**src/rtl/seq_det_pkg.sv**
```systemverilog
// Shared encodings for the sequence-detector run controller:
// FSM state codes and end-of-run status codes.
package seq_det_pkg;

  localparam logic [1:0] IDLE = 2'b00;
  localparam logic [1:0] ARM  = 2'b01;
  localparam logic [1:0] SCAN = 2'b10;
  localparam logic [1:0] DONE = 2'b11;

  localparam logic [1:0] ST_NONE    = 2'b00;
  localparam logic [1:0] ST_TARGET  = 2'b01;
  localparam logic [1:0] ST_TIMEOUT = 2'b10;
  localparam logic [1:0] ST_ABORT   = 2'b11;

endpackage

```
**src/rtl/seq_det_core.sv**
```systemverilog
// Mealy detection core: bit history, fill counter and combinational
// pattern compare against the current valid input bit.
module seq_det_core #(
  parameter int PAT_W = 4
) (
  input  logic             Clk,
  input  logic             Rst,
  input  logic             Clr,
  input  logic             En,
  input  logic             In,
  input  logic             In_Valid,
  input  logic [PAT_W-1:0] Pattern,
  input  logic             Overlap,
  output logic             Match
);

  localparam int FILL_W = $clog2(PAT_W);
  localparam logic [FILL_W-1:0] FILL_MAX = FILL_W'(PAT_W - 1);

  logic [PAT_W-2:0]  hist;
  logic [FILL_W-1:0] fill;
  logic [PAT_W-1:0]  cand;
  logic              step;

  assign cand  = {hist, In};
  assign step  = En & In_Valid;
  assign Match = step & (fill == FILL_MAX) & (cand == Pattern);

  // Non-overlapping mode restarts the fill so the next match needs a
  // full fresh pattern; history itself is kept either way.
  always_ff @(posedge Clk) begin
    if (Rst || Clr) begin
      hist <= '0;
      fill <= '0;
    end else if (step) begin
      hist <= cand[PAT_W-2:0];
      if (Match && !Overlap)
        fill <= '0;
      else if (fill != FILL_MAX)
        fill <= fill + FILL_W'(1);
    end
  end

endmodule

```
**src/rtl/seq_det_scan_ctrl.sv**
```systemverilog
// Run controller: latches a run configuration, scans the serial stream
// through seq_det_core and reports the end cause with a Done/Ack handshake.
module seq_det_scan_ctrl
  import seq_det_pkg::*;
#(
  parameter int PAT_W = 4,
  parameter int CNT_W = 8,
  parameter int TO_W  = 16
) (
  input  logic             Clk,
  input  logic             Rst,
  input  logic             Start,
  input  logic             Abort,
  input  logic             Ack,
  input  logic [PAT_W-1:0] Pattern,
  input  logic             Overlap,
  input  logic [CNT_W-1:0] Target,
  input  logic [TO_W-1:0]  Timeout,
  input  logic             In,
  input  logic             In_Valid,
  output logic             Busy,
  output logic             Match,
  output logic [CNT_W-1:0] Match_Cnt,
  output logic             Done,
  output logic [1:0]       Status
);

  logic [1:0]       state;
  logic [PAT_W-1:0] pat_q;
  logic             ovl_q;
  logic [CNT_W-1:0] tgt_q;
  logic [TO_W-1:0]  to_q;
  logic [TO_W-1:0]  to_cnt;
  logic [CNT_W-1:0] match_cnt;
  logic [1:0]       status;
  logic [CNT_W:0]   cnt_inc;
  logic [CNT_W-1:0] cnt_sat;
  logic             target_hit;
  logic             timeout_hit;

  seq_det_core #(.PAT_W(PAT_W)) u_core (
    .Clk      (Clk),
    .Rst      (Rst),
    .Clr      (state == ARM),
    .En       (state == SCAN),
    .In       (In),
    .In_Valid (In_Valid),
    .Pattern  (pat_q),
    .Overlap  (ovl_q),
    .Match    (Match)
  );

  // Target compare uses the unsaturated sum so an all-ones target still fires.
  assign cnt_inc     = {1'b0, match_cnt} + (CNT_W+1)'(1);
  assign cnt_sat     = (&match_cnt) ? match_cnt : cnt_inc[CNT_W-1:0];
  assign target_hit  = Match && (tgt_q != '0) && (cnt_inc == {1'b0, tgt_q});
  assign timeout_hit = (to_q != '0) && (to_cnt == to_q - TO_W'(1));

  assign Busy      = (state == ARM) || (state == SCAN);
  assign Done      = (state == DONE);
  assign Match_Cnt = match_cnt;
  assign Status    = status;

  always_ff @(posedge Clk) begin
    if (Rst) begin
      state     <= IDLE;
      pat_q     <= '0;
      ovl_q     <= 1'b0;
      tgt_q     <= '0;
      to_q      <= '0;
      to_cnt    <= '0;
      match_cnt <= '0;
      status    <= ST_NONE;
    end else begin
      case (state)
        IDLE: begin
          if (Start)
            state <= ARM;
        end
        ARM: begin
          pat_q     <= Pattern;
          ovl_q     <= Overlap;
          tgt_q     <= Target;
          to_q      <= Timeout;
          to_cnt    <= '0;
          match_cnt <= '0;
          if (Abort) begin
            state  <= DONE;
            status <= ST_ABORT;
          end else begin
            state  <= SCAN;
            status <= ST_NONE;
          end
        end
        SCAN: begin
          to_cnt <= to_cnt + TO_W'(1);
          if (Match)
            match_cnt <= cnt_sat;
          // Exit causes in priority order: abort, target, timeout.
          if (Abort) begin
            state  <= DONE;
            status <= ST_ABORT;
          end else if (target_hit) begin
            state  <= DONE;
            status <= ST_TARGET;
          end else if (timeout_hit) begin
            state  <= DONE;
            status <= ST_TIMEOUT;
          end
        end
        DONE: begin
          if (Ack)
            state <= IDLE;
        end
        default: state <= IDLE;
      endcase
    end
  end

endmodule

```
**config.mk**
```make
export PLATFORM = sky130hd
export DESIGN_NAME = seq_det_scan_ctrl
export DESIGN_NICKNAME = d
export VERILOG_FILES = /design/src/rtl/seq_det_pkg.sv /design/src/rtl/seq_det_core.sv /design/src/rtl/seq_det_scan_ctrl.sv
export SDC_FILE = /design/constraint.sdc
export NUM_CORES = 1
export LEC_CHECK = 0
export ABC_AREA = 0
export ABC_CLOCK_PERIOD_IN_PS = 5200
export CAP_MARGIN = 10
export CORE_MARGIN = 1
export CORE_UTILIZATION = 40
export CTS_BUF_LIST = sky130_fd_sc_hd__clkbuf_16
export DETAILED_ROUTE_END_ITERATION = 8
export SLEW_MARGIN = 20
export SYNTH_ARGS = -nofsm -noshare
export SYNTH_HDL_FRONTEND = slang
export SYNTH_SLANG_ARGS = --single-unit
```
**constraint.sdc**
```tcl
create_clock -name Clk -period 5.2 [get_ports Clk]
set_input_delay 1.3 -clock Clk [delete_from_list [all_inputs] [get_ports Clk]]
set_output_delay 1.3 -clock Clk [all_outputs]
set_load 0.005 [all_outputs]
```
==> results of run 1 <==
[metrics by stage]
step	setup slack, ns	area (um2)	util (%)	std cells
floorplan	2.20	3460	-	406
global placement	1.13	4020	48.5	543
detailed placement	1.11	4020	48.5	543
CTS	1.11	4300	51.8	558
global route	1.03	4300	51.8	558
finish	1.13	4300	51.8	558
[registers in the layout, summed over array words and instances (netlist names)]
signal,flops
u_core.hist,3
Status,2
Match_Cnt,8
state,2
pat_q,4
to_cnt,16
tgt_q,8
u_core.fill,2
ovl_q,1
to_q,16
[cells by family after synthesis]
kind of cell | after synthesis
muxes | 38
xor gates and xnor gates | 39
DFF | 62
adders and majority gates | 8
AOI/OAI and AO/OA | 64
buffers and inverters | 35
and+or+nand+nor | 160
[cells in the final DEF (no fill, tap or decap), drive strengths merged, types with 3 or more instances in the layout]
cell           synthesis  final
a21oi                 18     18
a311oi                 3      3
a31oi                  6      6
and2                   6      6
and3                   4      4
buf                    0      3
clkbuf                19      9
clkdlybuf4s50          0     48
clkinv                 0      4
dfxtp                 62     62
ha                     8      8
inv                   16     16
mux2i                 37     37
nand2                 23     23
nand2b                 6      6
nand3                 11     11
nand4                 10     10
nand4b                 3      3
nor2                  55     55
nor2b                  3      3
nor3                  14     14
nor4b                  4      4
o21ai                 17     17
or3                    8      8
or4                    4      4
xnor2                 20     20
xor2                  18     18
[routing by layer]
| metal | up-vias | share of wire [%] | global-route usage (%) | routed length, um |
|---|---|---|---|---|
| met5 | - | 0 | 0 | 0 |
| met4 | 0 | 1.7 | 7.20 | 137 |
| met3 | 10 | 3.0 | 3.70 | 238 |
| met2 | 53 | 43 | 28.4 | 3340 |
| met1 | 1370 | 53 | 26.6 | 4130 |
| li1 | 1528 | - | - | - |
[worst paths after layout]
kind	startpoint	to	slack [ns]	cells after the start
setup / recovery	In	Match	1.13	5
hold / removal	Status[0]	Status[0]	0.49	2
setup reg to reg	to_q[0]	state[0]	2.09	9
hold reg to reg	Status[0]	Status[0]	0.49	2
[critical path: stages]
cell,delay [ns]
clkdlybuf4s50_1,0.49
xnor2_1,0.13
nand3_1,0.18
nor2_1,0.16
clkdlybuf4s50_1,0.51
[area by class of cell]
class | count | area share, %
flip-flops and latches | 62 | 28.9
inverters | 16 | 1.40
multi-input cells | 309 | 48.5
clock buffers | 9 | 5.24
clock inverters | 6 | 1.25
repair buffers | 51 | 11.7
well taps | 105 | 3.05
[power by group]
group	switching (mW)	internal (mW)
Combinational	0.383	0.353
Clock	0.209	0.362
Sequential	0.0849	0.544
Total	0.677	1.26
==> impl_metrics.ini, run 1 <==
[yosys]
synth-compound-area-share_pct = 12.1
synth_nets = 450
synthAdderAreaFrac_pct = 2.90
ys_types = 55
synth.area.top_cells = dfxtp_1 (36%), mux2i_1 (11%), nor2_1 (6.0%)
synth_ff_type = dfxtp_1
synth-edff-count = 0
yosysMostFrequentCell = dfxtp_1
async_flop_share_pct = 0
yosys_warnings = 0
ys_ff_latch = 62
synthMuxAreaShare_pct = 11.0
synth_top_family_by_area = simple AND/OR/NAND/NOR gates
yosys.area_share.simple_pct = 24.0
yosysTopAreaCell = dfxtp_1
synth_top_area_share_pct = 35.9
syn_area_um2 = 3460
syn_inst = 406
synth_xor_area_share_pct = 10.3
synthTopCellsByCount = dfxtp_1 (62), nor2_1 (55), mux2i_1 (37)
synth.avg_cell_area_um2 = 8.51
ys_seq_area_share_pct = 35.9

[grt]
grt-ovfl-total = 0
grt_first_pass_wirelength_mm = 13.2
antenna_found_initial = 0
grt_pass1_vias = 2785
grt_usage_pct = 19.0
grt_max_degree = 46

[critical_path]
crit_type = in -> out
cp-end-kind = output port
cp.required_ns = 3.90
worstPathArrival_ns = 2.77
startpoint_type = input pin
critPathMaxFanout = 4

[layout]
multiInputGateArea_um2 = 2090
syn_to_final_growth_pct = 24.4
nNetsFinal = 493
seq_area_um2 = 1240
antenna_cells = 0
num-fill-cells = 787
drive_gt1_share_pct = 5.52

[timing]
drv_slew = 0
min_period_over_period_pct = 78.2
tns_ns = 0
layout_min_cycle_time_ns = 4.07
worst_pin_slew_ns = 1.05
rsz0062_at_grt = false
setup_viol = 0
hold_violations = 0
fmax_mhz = 246
hold_slack_ns = 0.486
maxSlewHeadroom_pct = 30.1
skew_ns = 0.0101

[clock_network]
numCtsBuffers = 9
clk_pin_slew_worst_paths_ns = 0.05
cts_tree = yes
cts_resized = 0
cts-htree-levels = 3
post-cts-setup-buffers = 0
clk_path_buf_depth = 2
clkSinkCount = 62
root_buffer = clkbuf_16
clk_latency_ns = 0.33
hold_buffers = 0

[job]
maxCapViolations = 0

[drt]
vias = 2961
totalWireLength_mm = 7.85
drt_iter0_drc = 135
drt-pass1-iter-count = 5
vias_per_cell = 5.31
drc = 0
ant_nets = 0
drt-wirelength-per-cell_um = 14.1

[floorplan]
die_w_um = 95.0
start_util_pct = 41.7
core_area_um2 = 8300
io_pins = 49
placementRows = 33
die_h_um = 95.0
die-area_um2 = 9020

[hold_path]
hold_path.class = reg -> reg

[pwr]
leakage_nw = 1.60
p_per_area_nw_per_um2 = 450
power_mw = 1.94
ir_drop_mv = 0.169

[run_status]
outcome = finished clean

[placement]
place.gp.congestion = 0.849
port_buffers = 48
hpwlAfterDp_mm = 5.56
Note: power is estimated with default switching activity, not from simulation.
==> run 2, diff against run 1 <==
--- a/config.mk
+++ b/config.mk
@@ -6,7 +6,7 @@
 export NUM_CORES = 1
 export LEC_CHECK = 0
 export ABC_AREA = 0
-export ABC_CLOCK_PERIOD_IN_PS = 5200
+export ABC_CLOCK_PERIOD_IN_PS = 3800
 export CAP_MARGIN = 10
 export CORE_MARGIN = 1
 export CORE_UTILIZATION = 40
==> constraint.sdc (replaced) <==
create_clock -name Clk -period 3.8 [get_ports Clk]
set_input_delay 0.95 -clock Clk [delete_from_list [all_inputs] [get_ports Clk]]
set_output_delay 0.95 -clock Clk [all_outputs]
set_load 0.005 [all_outputs]
==> impl_metrics.ini, run 2 (synthesis results as in run 1) <==
[floorplan]
placementRows = 33
die_w_um = 95.0
die-area_um2 = 9020
io_pins = 49
core_area_um2 = 8300
die_h_um = 95.0
start_util_pct = 41.7

[placement]
place_area_um2 = 4030
pre_cts_ws_ns = 0.405
hpwlAfterDp_mm = 5.71
place.gp.congestion = 0.835
port_buffers = 48

[layout]
final_cell_mix = dfxtp_1 (62), nor2_1 (55), clkdlybuf4s50_1 (48)
drive_gt1_share_pct = 6.39
reg.largest.list = to_cnt x16, to_q x16
layout_commonest_cell = dfxtp_1
nNetsFinal = 493
num-fill-cells = 809
antenna_cells = 0
syn_to_final_growth_pct = 24.9
design_area_um2 = 4320

[drt]
totalWireLength_mm = 7.88
ant_nets = 0
drc = 0
vias = 2974
drt_iter0_drc = 144
vias_per_cell = 5.32
drt-pass1-iter-count = 5
drt-wirelength-per-cell_um = 14.1

[grt]
grt_usage_pct = 18.9
grt_first_pass_wirelength_mm = 13.1
grt_pass1_vias = 2672
grt_max_degree = 45
antenna_found_initial = 0
grt-ovfl-total = 0

[clock_network]
post-cts-setup-buffers = 0
cts-htree-levels = 3
clk_path_buf_depth = 2
cts_resized = 0
root_buffer = clkbuf_16
hold_buffers = 0
cts_tree = yes
numCtsBuffers = 9
clkSinkCount = 62
clk_latency_ns = 0.33
clk_pin_slew_worst_paths_ns = 0.05

[timing]
layout_min_cycle_time_ns = 3.37
skew_ns = 0.00841
fmax_mhz = 297
maxSlewHeadroom_pct = 29.9
worst_pin_slew_ns = 1.05
layout_setup_ws_ns = 0.432
rsz0062_at_grt = false
setup_viol = 0
drv_slew = 0
hold_slack_ns = 0.499
hold_violations = 0
min_period_over_period_pct = 88.6
tns_ns = 0

[critical_path]
reg2reg_slack_ns = 0.82
critPathTopFamily = buffers and inverters
cp_common_cell = clkdlybuf4s50_1
cp-end-kind = output port
critPathBufInv = 2
crit_slowest_cell = clkdlybuf4s50_1
worstPathArrival_ns = 2.42
reg2regPathDepth = 9
cpPeakStageDelay_ns = 0.52
crit_type = in -> out
path_depth = 5
cp.required_ns = 2.85
critPathMaxFanout = 4
path_cells = clkdlybuf4s50_1, xnor2_1, nand3_1, nor2_1, clkdlybuf4s50_1
startpoint_type = input pin

[run_status]
outcome = finished clean

[pwr]
leakage_nw = 1.61
ir_drop_mv = 0.278
p_per_area_nw_per_um2 = 617
power_mw = 2.66

[hold_path]
hold_path_depth = 2
hold_path.class = reg -> reg

[job]
maxCapViolations = 0
run 2: per-layer routing:
metal  wire, um  GRT usage, %
met1       4010          27.4
met2       3350          26.9
met3        419          4.99
met4         98          6.06
met5          0             0
run 2: path summary, 6_finish.rpt:
check / startpoint / endpoint
setup / recovery: In / Match
hold / removal: ovl_q / ovl_q
setup reg to reg: to_q[0] / state[0]
hold reg to reg: ovl_q / ovl_q
run 2: per-stage QoR:
| step | utilization, % | std cells |
|---|---|---|
| finish | 52.0 | 559 |
| global route | 52.0 | 559 |
| CTS | 52.0 | 559 |
| detailed placement | 48.5 | 543 |
| global placement | 48.5 | 543 |
| floorplan | - | 406 |
run 2: worst min-delay path, delay by kind of cell, from the launching register on:
family | cells | cell delay (ns)
flops | 1 | 0.32
mux | 1 | 0.06
simple gates | 1 | 0.08
run 2: power by group:
part / total (mW) / internal (mW) / switching (mW) / leakage (nW)
clock: 0.792 / 0.502 / 0.290 / 0.139
sequential: 0.860 / 0.744 / 0.116 / 0.504
combinational: 1.01 / 0.485 / 0.528 / 0.965
run 2: area by class of cell:
class	count	area (um2)	share of cell area (%)
inverters	16	60.1	1.39
well taps	105	131	3.04
multi-input cells	309	2090	48.4
clock inverters	7	66.3	1.54
flip-flops and latches	62	1240	28.8
repair buffers	51	503	11.7
clock buffers	9	225	5.22
